--- src/rtl/rx_frame_buf.sv ---
// Receive-side frame buffer: single-clock FIFO that never back-pressures the lane decoder and
// truncates damaged frames with an error terminator. Define RX_FRAME_BUF_STATS_EN to build drop_cnt.
module rx_frame_buf #(
    parameter int ADDR_WIDTH = 4
) (
    input  logic                  clk,
    input  logic                  rst,
    input  logic                  s_valid,
    input  logic [63:0]           s_data,
    input  logic [2:0]            s_nbytes,
    input  logic                  s_sop,
    input  logic                  s_eop,
    input  logic                  s_err,
    output logic                  m_valid,
    input  logic                  m_ready,
    output logic [63:0]           m_data,
    output logic [2:0]            m_nbytes,
    output logic                  m_sop,
    output logic                  m_eop,
    output logic                  m_err,
    output logic [ADDR_WIDTH:0]   level,
    output logic [15:0]           drop_cnt
);

    localparam int DATA_W = 64;
    localparam int WORD_W = DATA_W + 6;
    localparam int DEPTH  = 1 << ADDR_WIDTH;

    localparam logic [ADDR_WIDTH:0]   LVL_ONE  = {{ADDR_WIDTH{1'b0}}, 1'b1};
    localparam logic [ADDR_WIDTH:0]   LVL_FULL = {1'b1, {ADDR_WIDTH{1'b0}}};
    localparam logic [ADDR_WIDTH-1:0] PTR_ONE  = {{(ADDR_WIDTH-1){1'b0}}, 1'b1};
    localparam logic [WORD_W-1:0]     TERM_WORD = {1'b1, 1'b1, 1'b0, 3'b000, {DATA_W{1'b0}}};

    typedef enum logic [1:0] {
        S_IDLE,
        S_FRAME,
        S_DROP,
        S_TERM
    } state_t;

    state_t                 state, state_nxt;
    logic                   term_pend, term_pend_nxt;
    logic [WORD_W-1:0]      mem [DEPTH];
    logic [ADDR_WIDTH-1:0]  wr_ptr, rd_ptr;
    logic [ADDR_WIDTH:0]    level_r;
    logic                   full;
    logic                   wr_en;
    logic                   wr_term;
    logic                   rd_en;
    logic                   drop_evt;
    logic [WORD_W-1:0]      wr_word;
    logic [WORD_W-1:0]      rd_word;

    assign full = (level_r == LVL_FULL);

    always_comb begin
        state_nxt     = state;
        term_pend_nxt = term_pend;
        wr_en         = 1'b0;
        wr_term       = 1'b0;
        drop_evt      = 1'b0;
        case (state)
            S_IDLE: begin
                if (s_valid) begin
                    if (!s_sop) begin
                        drop_evt = 1'b1;
                    end else if (full) begin
                        drop_evt = 1'b1;
                        if (!s_eop) begin
                            state_nxt     = S_DROP;
                            term_pend_nxt = 1'b0;
                        end
                    end else begin
                        wr_en = 1'b1;
                        if (!s_eop) state_nxt = S_FRAME;
                    end
                end
            end
            S_FRAME: begin
                if (s_valid) begin
                    // Frame already partly stored: any loss must be closed with a terminator
                    if (full || s_sop) begin
                        drop_evt      = 1'b1;
                        term_pend_nxt = 1'b1;
                        state_nxt     = s_eop ? S_TERM : S_DROP;
                    end else begin
                        wr_en = 1'b1;
                        if (s_eop) state_nxt = S_IDLE;
                    end
                end
            end
            S_DROP: begin
                if (term_pend && !full) begin
                    wr_en         = 1'b1;
                    wr_term       = 1'b1;
                    term_pend_nxt = 1'b0;
                end
                if (s_valid && s_eop) state_nxt = term_pend_nxt ? S_TERM : S_IDLE;
            end
            S_TERM: begin
                if (s_valid) drop_evt = 1'b1;
                if (!full) begin
                    wr_en         = 1'b1;
                    wr_term       = 1'b1;
                    term_pend_nxt = 1'b0;
                    state_nxt     = S_IDLE;
                end
            end
            default: begin
                state_nxt     = S_IDLE;
                term_pend_nxt = 1'b0;
            end
        endcase
    end

    assign wr_word = wr_term ? TERM_WORD : {s_err, s_eop, s_sop, s_nbytes, s_data};
    assign rd_en   = m_valid & m_ready;

    always_ff @(posedge clk) begin
        if (rst) begin
            state     <= S_IDLE;
            term_pend <= 1'b0;
            wr_ptr    <= '0;
            rd_ptr    <= '0;
            level_r   <= '0;
        end else begin
            state     <= state_nxt;
            term_pend <= term_pend_nxt;
            if (wr_en) wr_ptr <= wr_ptr + PTR_ONE;
            if (rd_en) rd_ptr <= rd_ptr + PTR_ONE;
            case ({wr_en, rd_en})
                2'b10:   level_r <= level_r + LVL_ONE;
                2'b01:   level_r <= level_r - LVL_ONE;
                default: level_r <= level_r;
            endcase
        end
    end

    // Storage array carries no reset; only the pointers and level define its contents
    always_ff @(posedge clk) begin
        if (wr_en && !rst) mem[wr_ptr] <= wr_word;
    end

    assign rd_word  = mem[rd_ptr];
    assign m_valid  = (level_r != '0);
    assign m_data   = m_valid ? rd_word[DATA_W-1:0]        : '0;
    assign m_nbytes = m_valid ? rd_word[DATA_W+2:DATA_W]   : '0;
    assign m_sop    = m_valid ? rd_word[DATA_W+3]          : 1'b0;
    assign m_eop    = m_valid ? rd_word[DATA_W+4]          : 1'b0;
    assign m_err    = m_valid ? rd_word[DATA_W+5]          : 1'b0;
    assign level    = level_r;

`ifdef RX_FRAME_BUF_STATS_EN
    function automatic logic [15:0] sat_inc(input logic [15:0] v);
        return (v == 16'hFFFF) ? v : v + 16'd1;
    endfunction

    logic [15:0] drop_cnt_r;

    always_ff @(posedge clk) begin
        if (rst) begin
            drop_cnt_r <= '0;
        end else if (drop_evt) begin
            drop_cnt_r <= sat_inc(drop_cnt_r);
        end
    end

    assign drop_cnt = drop_cnt_r;
`else
    logic drop_evt_unused;
    assign drop_evt_unused = drop_evt;
    assign drop_cnt        = '0;
`endif

endmodule

--- config.mk ---
export PLATFORM = sky130hd
export DESIGN_NAME = rx_frame_buf
export DESIGN_NICKNAME = d
export VERILOG_FILES = /design/src/rtl/rx_frame_buf.sv
export SDC_FILE = /design/constraint.sdc
export NUM_CORES = 1
export LEC_CHECK = 0
export CAP_MARGIN = 10
export CORE_AREA = 2 2 275 480
export DETAILED_ROUTE_END_ITERATION = 10
export DIE_AREA = 0 0 277 482
export DONT_BUFFER_PORTS = 1
export PLACE_DENSITY = 0.57
export SLEW_MARGIN = 10
export SYNTH_ARGS = -nofsm -noshare
export SYNTH_HDL_FRONTEND = slang
export SYNTH_SLANG_ARGS = --single-unit
--- constraint.sdc ---
create_clock -name clk -period 4.3 [get_ports clk]
set_input_delay 0.86 -clock clk [delete_from_list [all_inputs] [get_ports clk]]
set_output_delay 0.86 -clock clk [all_outputs]
set_load 0.02 [all_outputs]
**Word-level counts from Yosys, hierarchy flattened**

Memory sizes are Yosys's and may differ from the RTL's. A register that Yosys moved wholly into a read port is not among the register bits.
Index checks and enable logic that the tools add are counted.

- Flip-flop bits (word level): 16
- Bits in latches: 0
- Bits in writable memories: 1120
- Memory bits (read-only): 0
- Input bits: 74
- Output and inout port bits: 92
- Word-level logic and storage cells: 79
- Memories: 1

- Add/sub/neg operators: 4
- $mul: 0
- Div/mod/pow operators: 0
- $lt $le $gt $ge: 0
- Equality and inequality tests: 15
- Shift operators: 0
- Muxes and demuxes: 42
- Bitwise logic cells: 1
- Reduce and logical (&&, ||, !) cells: 11

Memories:

| memory | words | bits a word | read ports | clocked after Yosys merged registers in | wr ports | RTL line | RTL |
|---|---|---|---|---|---|---|---|
| mem | 16 | 70 | 1 | 1 | 1 | 43 | `logic [WORD_W-1:0] mem [DEPTH];` |

Operators with widths:

| cell | count |
|---|---|
| $mux W70 | 1 |
| $mux W64 | 1 |
| $mux W2 | 11 |
| $mux W1 | 21 |
| $ne A2 B2 Y1 const B | 8 |
| $reduce_and A7 Y1 | 2 |
| $pmux W5 S2 | 1 |
| $add A4 B1 Y4 const B | 2 |
| $mux W4 | 2 |
| $pmux W1 S4 | 2 |
| $pmux W2 S4 | 1 |
| $eq A2 B2 Y1 const B | 3 |
| $add A5 B1 Y5 const B | 1 |
| $eq A5 B5 Y1 const B | 1 |
| $reduce_bool A5 Y1 | 1 |
| $sub A5 B1 Y5 const B | 1 |
| $eq A2 B1 Y1 const B | 2 |
| $logic_and A1 B1 Y1 | 3 |
| $mux W3 | 1 |
| $ne A3 B3 Y1 const B | 1 |
| $logic_not A1 Y1 | 2 |
| $logic_not A2 Y1 | 1 |
| $pmux W1 S2 | 1 |
| $reduce_bool A2 Y1 | 1 |
| other kinds (2) | 2 |

**Longest topological paths before layout**

- Depth after elaboration: 8
- Depth in mapped cells: 14
- Gate-level depth less buffers: 13

**Worst setup path after synthesis**

Ideal clock, no wire load.

- Kind: input -> register
- Start point: in s_sop
- End point: mem mem[11][0] in the netlist's numbering, enable pin
- Arrival time: 3485 ps
- Setup slack: 379 ps
- Stages: 6
- Path buffers: 1
- Path through: xnor2_1 > o21ai_1 > nand2_1 > nor2_1 > clkbuf_1 > and3_1

- Cells in the longest elaborated chain, start to end: 7

RTL lines:

| what | RTL line | RTL |
|---|---|---|
| from (decl) | 11 | `input logic s_sop,` |
| $logic_or A1 B1 Y1 | 82 | `if (full \|\| s_sop) begin` |
| $mux W1 | 82 |  |
| $mux W1 | 80 | `if (s_valid) begin` |
| $pmux W1 S4 * | 62 | `case (state)` |
| $logic_and A1 B1 Y1 * | 141 | `if (wr_en && !rst) mem[wr_ptr] <= wr_word;` |
| $mux W1 * | 141 |  |
| $mux W1 (not written as such) * | 141 |  |
| to (decl) | 43 |  |

Mark *: on every way between the ends. The rest lies on a longest branch, timed or not.

==> impl_metrics.yaml <==
outcome:
  status: "complete, no violations"
setup_path:
  cp_data_arrival_time_ns: 3.26
  reg2reg_from: "state[0]$_SDFFE_PP0P_"
  reg2reg_to: "level[4]$_SDFFE_PP0P_"
  required_ns: 3.44
  slowest_delay_ns: 0.81
  worstPathMaxFanout: 17
  cp_slowest_cell: "nor2_2"
  worstSetupPathType: "register to primary output"
  rr_worst_depth: 13
  worstPathCellList: "inv_2 -> nor2_2 -> nand2_1 -> o211ai_1 -> o22ai_1 -> buf_4"
  end_kind: "primary output"
  startpoint_type: "register"
  r2r_slack_ns: 0.64
clock_network:
  cts-buffers-inserted: 104
  max-clock-path-buffers: 3
  h-tree-depth: 3
  postCtsSetupRepairBufs: 0
  cts_root_buf: "clkbuf_16"
  cts_tree: "built"
  clk_latency_ns: 0.71
  cts_sinks: 1140
  clk_pin_slew_ns: 0.07
  cts_hold_buffers: 0
timing:
  finalSetupViolations: 0
  fin_skew_ns: 0.0336
  finalHoldViolCount: 0
  rsz0062_at_grt: "false"
  worst_pin_slew_ns: 1.15
  period_share: 0.959
  fmaxAchievable_ghz: 0.242
  fin_crit_ns: 4.12
  drv_slew: 0
  relSlewSlack: 0.230
  setup_tns_ns: 0
finish:
  num-fill-cells: 11500
  post-route-util: 0.396
  final_cell_mix: "edfxtp_1, mux4_2, mux2i_1"
  final_common_cell: "edfxtp_1"
  fin_nets: 2342
  areaGrowthSynthToFinish_pct: 13.9
  drive_gt1_frac: 0.252
power_and_ir_drop:
  power.leakage_uw: 0.0153
  vdd_ir_drop_max_mv: 0.835
  total_power_uw: 28500
  power.density_nw_per_um2: 555
floorplan:
  die-area_sq_um: 134000
  boundaryPins: 166
  die_h_um: 482
  rows: 175
  dieWidth_um: 277
  start_util: 0.347
  core-area_sq_um: 130000
run:
  drv_cap: 0
synth:
  syn_area_sq_um: 45000
  synth_warnings: 0
  synthArstFlopShare: 0
  synthFlopType: "edfxtp_1"
  synth_cell_types: 50
  synthCells: 2164
  synth_edf_count: 1120
  seq_area_frac_synth: 0.756
  avgSynthCellArea_sq_um: 20.8
  ys_seq_elements: 1140
global_routing:
  grt.overflow.total: 0
  met3_usage: 0.0291
  grt_pass1_vias: 23000
  grt_max_degree: 95
  grt_use_total: 0.163
  grt_busiest_layer: "met2"
  grt_pass1_wl_um: 159000
  groute.layer.met2.usage: 0.298
  grt_use_met1: 0.194
  antenna_found_initial: 13
placed_design:
  gp_congestion: 0.765
  port-buffer-count: 0
  dp_hpwl_um: 65100
min_path:
  hp-start: "rst"
  holdCritPathClass: "input port to register"
  min_to: "term_pend$_SDFFE_PP0P_"
  worst_hold_path.num_cells: 1
routing:
  ant_nets: 0
  viasPerCell: 5.31
  vias: 21400
  wirelength_um: 109000
  route.detailed.drc: 0
  drtIter0Drc: 1473
  first_pass_iters: 5
  wire_per_inst_um: 27.1
[power breakdown]
group	switching, uW	internal [uW]
Combinational	4050	2570
Clock	4050	5190
Sequential	152	12500
[worst max path at each step]
| stage | from | to | cells past startpoint |
|---|---|---|---|
| 2_1_floorplan | s_sop | mem[11][0]$_DFFE_PP_ | 6 |
| 3_3_place_gp | register | m_data[1] | 5 |
| 3_5_place_dp | register | m_data[1] | 5 |
| 4_1_cts | register | m_data[1] | 6 |
| 5_1_grt | level[1]$_SDFFE_PP0P_ | m_data[37] | 5 |
| 6_report | register | m_data[1] | 6 |
[cells by family after synthesis]
kind of cell    count (synthesis)  synth area share
other cells                     1         0.0000833
mux                           470             0.172
xor+xnor                        9           0.00175
compound gates                222            0.0305
flops                        1140             0.756
simple gates                  154            0.0199
fa+ha+maj                      15           0.00434
buf+inv                       153            0.0159
[sequential cells by signal (all words and copies together), names as in the netlist, named ones only]
signal and count:
mem 1120, level 5, rd_ptr 4, wr_ptr 4, state 2, term_pend 1
[Yosys cell counts, types with 2 or more instances]
library cell  number  area share
nand3b_1           2     0.00033
ha_1              14      0.0039
or4_1              2     0.00033
dfxtp_1           20      0.0089
nand2_1           17      0.0014
nand2b_1           3     0.00042
a21oi_1           46      0.0051
xnor2_1            5     0.00097
edfxtp_1        1120        0.75
and2_1             2     0.00028
nor2b_1           75       0.010
o22ai_1           71      0.0099
buf_2             33      0.0037
a211oi_1          36      0.0060
mux4_2           234        0.12
buf_4             24      0.0040
nand3_1            5     0.00056
and4_1             4     0.00078
and3_1            14      0.0019
o31ai_1            3     0.00050
clkbuf_1          65      0.0054
inv_1             10     0.00083
xor2_1             4     0.00078
mux2i_1          163       0.036
buf_1             18      0.0015
nor2_1            22      0.0018
mux2_2            73       0.018
o21ai_0           38      0.0042
o211ai_1          20      0.0033
[worst max-delay path, delay by kind of cell, from the launching register on]
family | cells | cell delay [ns]
simple gates | 2 | 0.98
flops | 1 | 0.53
compound gates | 2 | 0.53
buf+inv | 2 | 0.48
[timing repair]
action | in CTS | in global routing
resized for setup | 3 | 0
hold endpoints to repair | 0 | 0
setup endpoints to repair | 2 | 0
[layout make-up]
class / count / area, sq um / area share
clock buffer: 135 / 2740 / 0.0534
inverter: 11 / 41.3 / 0.000805
multi-input combinational: 886 / 10400 / 0.204
timing repair buffer: 110 / 1240 / 0.0242
antenna: 3 / 7.51 / 0.000146
sequential: 1140 / 34000 / 0.664
tap: 1681 / 2100 / 0.0410
clock inverter: 59 / 662 / 0.0129
[layer usage]
| metal | vias up | part of all wire |
|---|---|---|
| li1 | 9130 | - |
| met1 | 11500 | 0.39 |
| met2 | 581 | 0.53 |
| met3 | 160 | 0.052 |
| met4 | 4 | 0.026 |
| met5 | - | 0.00021 |
[per-stage QoR]
| stage | setup WS (ns) | hold WS (ns) | area [sq um] | instances |
|---|---|---|---|---|
| floorplan | 0.379 | 0.477 | 45100 | 2179 |
| global placement | 0.537 | 0.494 | 47900 | 3827 |
| detailed placement | 0.572 | 0.508 | 47900 | 3827 |
| CTS | 0.0209 | 0.150 | 51300 | 4021 |
| global route | 0.0218 | 0.192 | 51300 | 4024 |
| finish | 0.176 | 0.219 | 51300 | 4025 |
Note: power is estimated with default switching activity, not from simulation.
==> RTL edit 1, RTL diff (same flow settings) <==
The option `RX_FRAME_BUF_STATS_EN` is turned on by a define.
--- a/src/rtl/rx_frame_buf.sv
+++ b/src/rtl/rx_frame_buf.sv
@@ -1,5 +1,7 @@
 // Receive-side frame buffer: single-clock FIFO that never back-pressures the lane decoder and
 // truncates damaged frames with an error terminator. Define RX_FRAME_BUF_STATS_EN to build drop_cnt.
+`define RX_FRAME_BUF_STATS_EN
+
 module rx_frame_buf #(
     parameter int ADDR_WIDTH = 4
 ) (
Function: changed (Yosys sat finds a counterexample within 4 cycles, from zero or initial values and one cycle with rst high).
==> RTL edit 1 against the unedited design <==
  * Clock skew is 0.0040 ns lower
  * Sequential power is 3% higher
  * Count of clock-buffer cells in the layout is 16 lower
  * Routed wire length is 0.44% higher
  * Highest routed layer unchanged
  * Critical path type unchanged
  * Non-clock buffer count is 46 lower
  * Synthesized area is 0.24% lower
  * Cell area is 0.23% lower
  * Largest power group unchanged
  * Hold slack worse by 0.015 ns
  * Sequential cell count is 16 higher
  * Power is 4.9% lower
  * Worst setup slack better by 0.035 ns
  * Largest cell class unchanged
==> RTL edit 1: results (changes against the unedited design) <==
run status completed (unchanged); # resized after CTS 0 (was 3); H-tree depth 3 (unchanged); CP max FO 24 (was 17); ranking of synthesized cells by area edfxtp_1 75%, mux4_2 18%, dfxtp_1 1.6%, nor2b_1 1.0%, and2_1 0.98% (was edfxtp_1 75%, mux4_2 12%, mux2i_1 3.6%, mux2_2 1.8%, nor2b_1 1.0%); largest net degree at the start of global routing 83 (was 95); CTS Buf Count 106 (was 104); Buffers on Ports 0 (unchanged); yosys warns 0 (unchanged); drt first-iter violations 2013 (was 1473); met3 Usage GRT 0.0393 (was 0.0291); Tightest Pin Transition 1.07 ns (was 1.15 ns); via-per-instance ratio 5.33 (was 5.31); fin nets 2120 (was 2342); Worst Hold Path Cells 1 (unchanged); met1 Resource Use GR 0.208 (was 0.194); Leak 0.0151 uW (was 0.0153 uW); Clk Latency, worst-skew pair 0.72 ns; RD Place Congestion 0.780 (was 0.765); Final HPWL DP 59100 um (was 65100 um); Async SR Flop Fraction 0 (unchanged); min-delay src rst (unchanged); reg2reg start level[0]$_SDFFE_PP0P_ (was state[0]$_SDFFE_PP0P_); global-route wire length before repair 158000 um (was 159000 um); WHS 0.204 ns (was 0.219 ns); WL final 109000 um (about the same); met2 GRT Util 0.290 (was 0.298); reg2reg path depth 11 (was 13); DP Worst Slack 0.740 ns (was 0.572 ns); met1 WL 43900 um (was 42300 um); met3 routed WL 7040 um (was 5680 um); clock-pin slew on the worst setup and hold paths 0.06 ns; DRT Pass-1 Iters 6 (was 5); WL met2 56500 um (was 58100 um); gr usage total 0.165 (was 0.163); Final Cycle Share 0.951 (was 0.959); Setup violations, final 0 (unchanged); initial antenna violation count 27 (was 13); Filler cells 11400 (was 11500); Reg with most FFs mem (unchanged); kind of critical path flop to output port (unchanged); Slowest-stage cell, CP dfxtp_4 (was nor2_2); maximum VDD drop 0.000326 V (was 0.000835 V); Hold Path Sink drop_cnt[8]$_SDFFE_PP0P_ (was term_pend$_SDFFE_PP0P_); Worst Setup EP m_data[34] (was m_data[1]); crit-path leading delay family multiplexers (was simple AND/OR/NAND/NOR gates); Largest register FFs 1120 (unchanged); sequential element share of the synthesized area 0.765 (was 0.756); critical path arrival 3.23 ns (was 3.26 ns); vias in the first global route 22000 (was 23000); most frequent cells after synthesis 1120 x edfxtp_1, 350 x mux4_2, 74 x nor2b_1 (was 1120 x edfxtp_1, 234 x mux4_2, 163 x mux2i_1); delay of the slowest cell on the worst path 0.57 ns (was 0.81 ns); post-synth cell types 47 (was 50); Worst Skew 0.0296 ns (was 0.0336 ns); r2r setup slk 0.69 ns (was 0.64 ns); top layer in use met5 (unchanged); share of cells above drive strength 1 0.285 (was 0.252)
RTL edit 1: cell count changes in the layout (fill, tap and decap cells not counted), sizes merged, moves of 46 or more:
| cell | change |
|---|---|
| o22ai | -71 |
| mux4 | +116 |
| and2 | +68 |
| buf | -46 |
| mux2i | -160 |
| mux2 | -72 |
RTL edit 1: cell families after synthesis:
logic type | synth area share
AND/OR/NAND/NOR | 0.0327
multiplexers | 0.176
XOR/XNOR | 0.00175
flip-flops | 0.765
adder cells (fa/ha/maj) | 0.00435
AO/OA/AOI/OAI | 0.00905
buffers and inverters | 0.0109
RTL edit 1: worst register-to-register path: cells and delay by family (launching register included):
| family | cells | cell delay (ns) |
|---|---|---|
| AOI/OAI and AO/OA | 2 | 0.29 |
| adders and majority gates | 2 | 0.71 |
| buffers and inverters | 1 | 0.12 |
| DFF | 1 | 0.47 |
| and+or+nand+nor | 6 | 1.95 |
RTL edit 1: power by group:
part           switching (uW)  leakage, uW  internal, uW
combinational            2690      0.00305          1810
sequential                141       0.0104         12800
clock                    4240      0.00171          5350
RTL edit 1: final cells by class:
class | instances | area, um2 | area share
multi-input combinational | 689 | 10300 | 0.200
antenna | 8 | 20.0 | 0.000391
sequential | 1156 | 34400 | 0.672
clock inverter | 81 | 840 | 0.0164
timing repair buffer | 64 | 818 | 0.0160
clock buffer | 119 | 2700 | 0.0528
tap | 1681 | 2100 | 0.0411
inverter | 14 | 52.6 | 0.00103
RTL edit 1: through the flow:
stage          power, uW  std cells  cell area (um2)
6_report           27100       3812            51200
5_1_grt            28100       3805            51100
4_1_cts            27500       3804            51100
3_5_place_dp       17900       3604            47600
3_3_place_gp       17700       3604            47600
2_1_floorplan      16500       1965            45000
==> RTL edit 2, RTL diff (same flow settings) <==
Without the edit above. Encoding of `state_t`: now one-hot (4 bits for 4 states).
--- a/src/rtl/rx_frame_buf.sv
+++ b/src/rtl/rx_frame_buf.sv
@@ -31,11 +31,11 @@
     localparam logic [ADDR_WIDTH-1:0] PTR_ONE  = {{(ADDR_WIDTH-1){1'b0}}, 1'b1};
     localparam logic [WORD_W-1:0]     TERM_WORD = {1'b1, 1'b1, 1'b0, 3'b000, {DATA_W{1'b0}}};
 
-    typedef enum logic [1:0] {
-        S_IDLE,
-        S_FRAME,
-        S_DROP,
-        S_TERM
+    typedef enum logic [3:0] {
+        S_IDLE  = 4'b0001,
+        S_FRAME = 4'b0010,
+        S_DROP  = 4'b0100,
+        S_TERM  = 4'b1000
     } state_t;
 
     state_t                 state, state_nxt;
Formal check against the unedited RTL: same outputs for any inputs over 4 cycles, from zero or initial values and one cycle with rst high; so few cycles prove little.
==> RTL edit 2 against the unedited design <==
  * Worst setup slack better by 0.088 ns
  * Count of clock-buffer cells in the layout rose by 5
  * Sequential cell count rose by 2
  * Synthesized cell count is 12% lower
  * Power shrank 3.7%
  * Via count down 6.9%
  * Cell area down 0.80%
  * Clock skew down 0.0039 ns
  * Die area did not move
  * Synthesized area shrank 1.2%
  * Routed wire length shrank 2.0%
  * Maximum frequency up 2.2%
  * Largest power group unchanged
==> RTL edit 2: results (changes against the unedited design) <==
run status completed (unchanged); WHS 0.238 ns (was 0.219 ns); Final HPWL DP 60100 um (was 65100 um); Final Non-Filler Cells 3772 (was 4025); Hold Path Sink level[3]$_SDFFE_PP0P_ (was term_pend$_SDFFE_PP0P_); critical path arrival 3.18 ns (was 3.26 ns); via total after detailed routing 19900 (was 21400); Tightest Pin Transition 1.19 ns (was 1.15 ns); reg2reg path depth 11 (was 13); comb pwr 5670 uW (was 6620 uW); Sw Pwr 7590 uW (was 8250 uW); global-route wire length before repair 156000 um (was 159000 um); CP max FO 25 (was 17); Setup WS post-layout 0.264 ns (was 0.176 ns); crit-path leading delay family multiplexers (was simple AND/OR/NAND/NOR gates); WL final 107000 um (was 109000 um); largest net degree at the start of global routing 71 (was 95); reg2reg start level[0]$_SDFFE_PP0P_ (was state[0]$_SDFFE_PP0P_); fin nets 2079 (was 2342); vias in the first global route 21600 (was 23000); initial antenna violation count 31 (was 13); # resized after CTS 0 (was 3); Worst Setup EP m_data[17] (was m_data[1]); maximum VDD drop 0.000380 V (was 0.000835 V); DP Worst Slack 0.615 ns (was 0.572 ns)
-- RTL edit 2: cell count changes after synthesis, moves of 14 or more --
| cell | unedited run | this run |
|---|---|---|
| a211oi_1 | 36 | 2 |
| o211ai_1 | 20 | 2 |
| buf_1 | 18 | 4 |
| and2_1 | 2 | 71 |
| o22ai_1 | 71 | 2 |
| buf_2 | 33 | 11 |
| o21ai_0 | 38 | 7 |
| mux4_2 | 234 | 350 |
| buf_6 | 1 | 21 |
| mux2i_1 | 163 | 4 |
| mux2_2 | 73 | 0 |
| a21oi_1 | 46 | 11 |
-- RTL edit 2: cell type report --
cell class,instances,share of cell area
multi-input combinational,646,0.194
sequential,1142,0.670
antenna,5,0.000246
clock buffer,140,0.0563
inverter,8,0.000590
timing repair buffer,88,0.0265
tap,1681,0.0413
clock inverter,62,0.0107
-- RTL edit 2: cells by family after synthesis --
kind of cell	after synthesis	share of synthesized area
compound gates	41	0.00602
xor+xnor	8	0.00158
fa+ha+maj	10	0.00298
buf+inv	125	0.0159
flops	1142	0.766
mux	354	0.178
other cells	1	0.0000843
simple gates	217	0.0290
-- RTL edit 2: stage by stage --
stage,utilization,cell area (um2),setup TNS (ns)
6_report,0.392,50900,0
5_1_grt,0.392,50900,0
3_3_place_gp,0.366,47400,0
4_1_cts,0.392,50900,0
3_5_place_dp,0.366,47400,0
2_1_floorplan,-,44600,-311.29
-- RTL edit 2: routing by layer --
| layer | wire length, um | vias to the layer above | GRT usage |
|---|---|---|---|
| met5 | 85 | - | 0 |
| met4 | 2290 | 14 | 0.0446 |
| li1 | - | 8194 | - |
| met1 | 42100 | 11000 | 0.198 |
| met3 | 5540 | 159 | 0.0323 |
| met2 | 56700 | 555 | 0.290 |
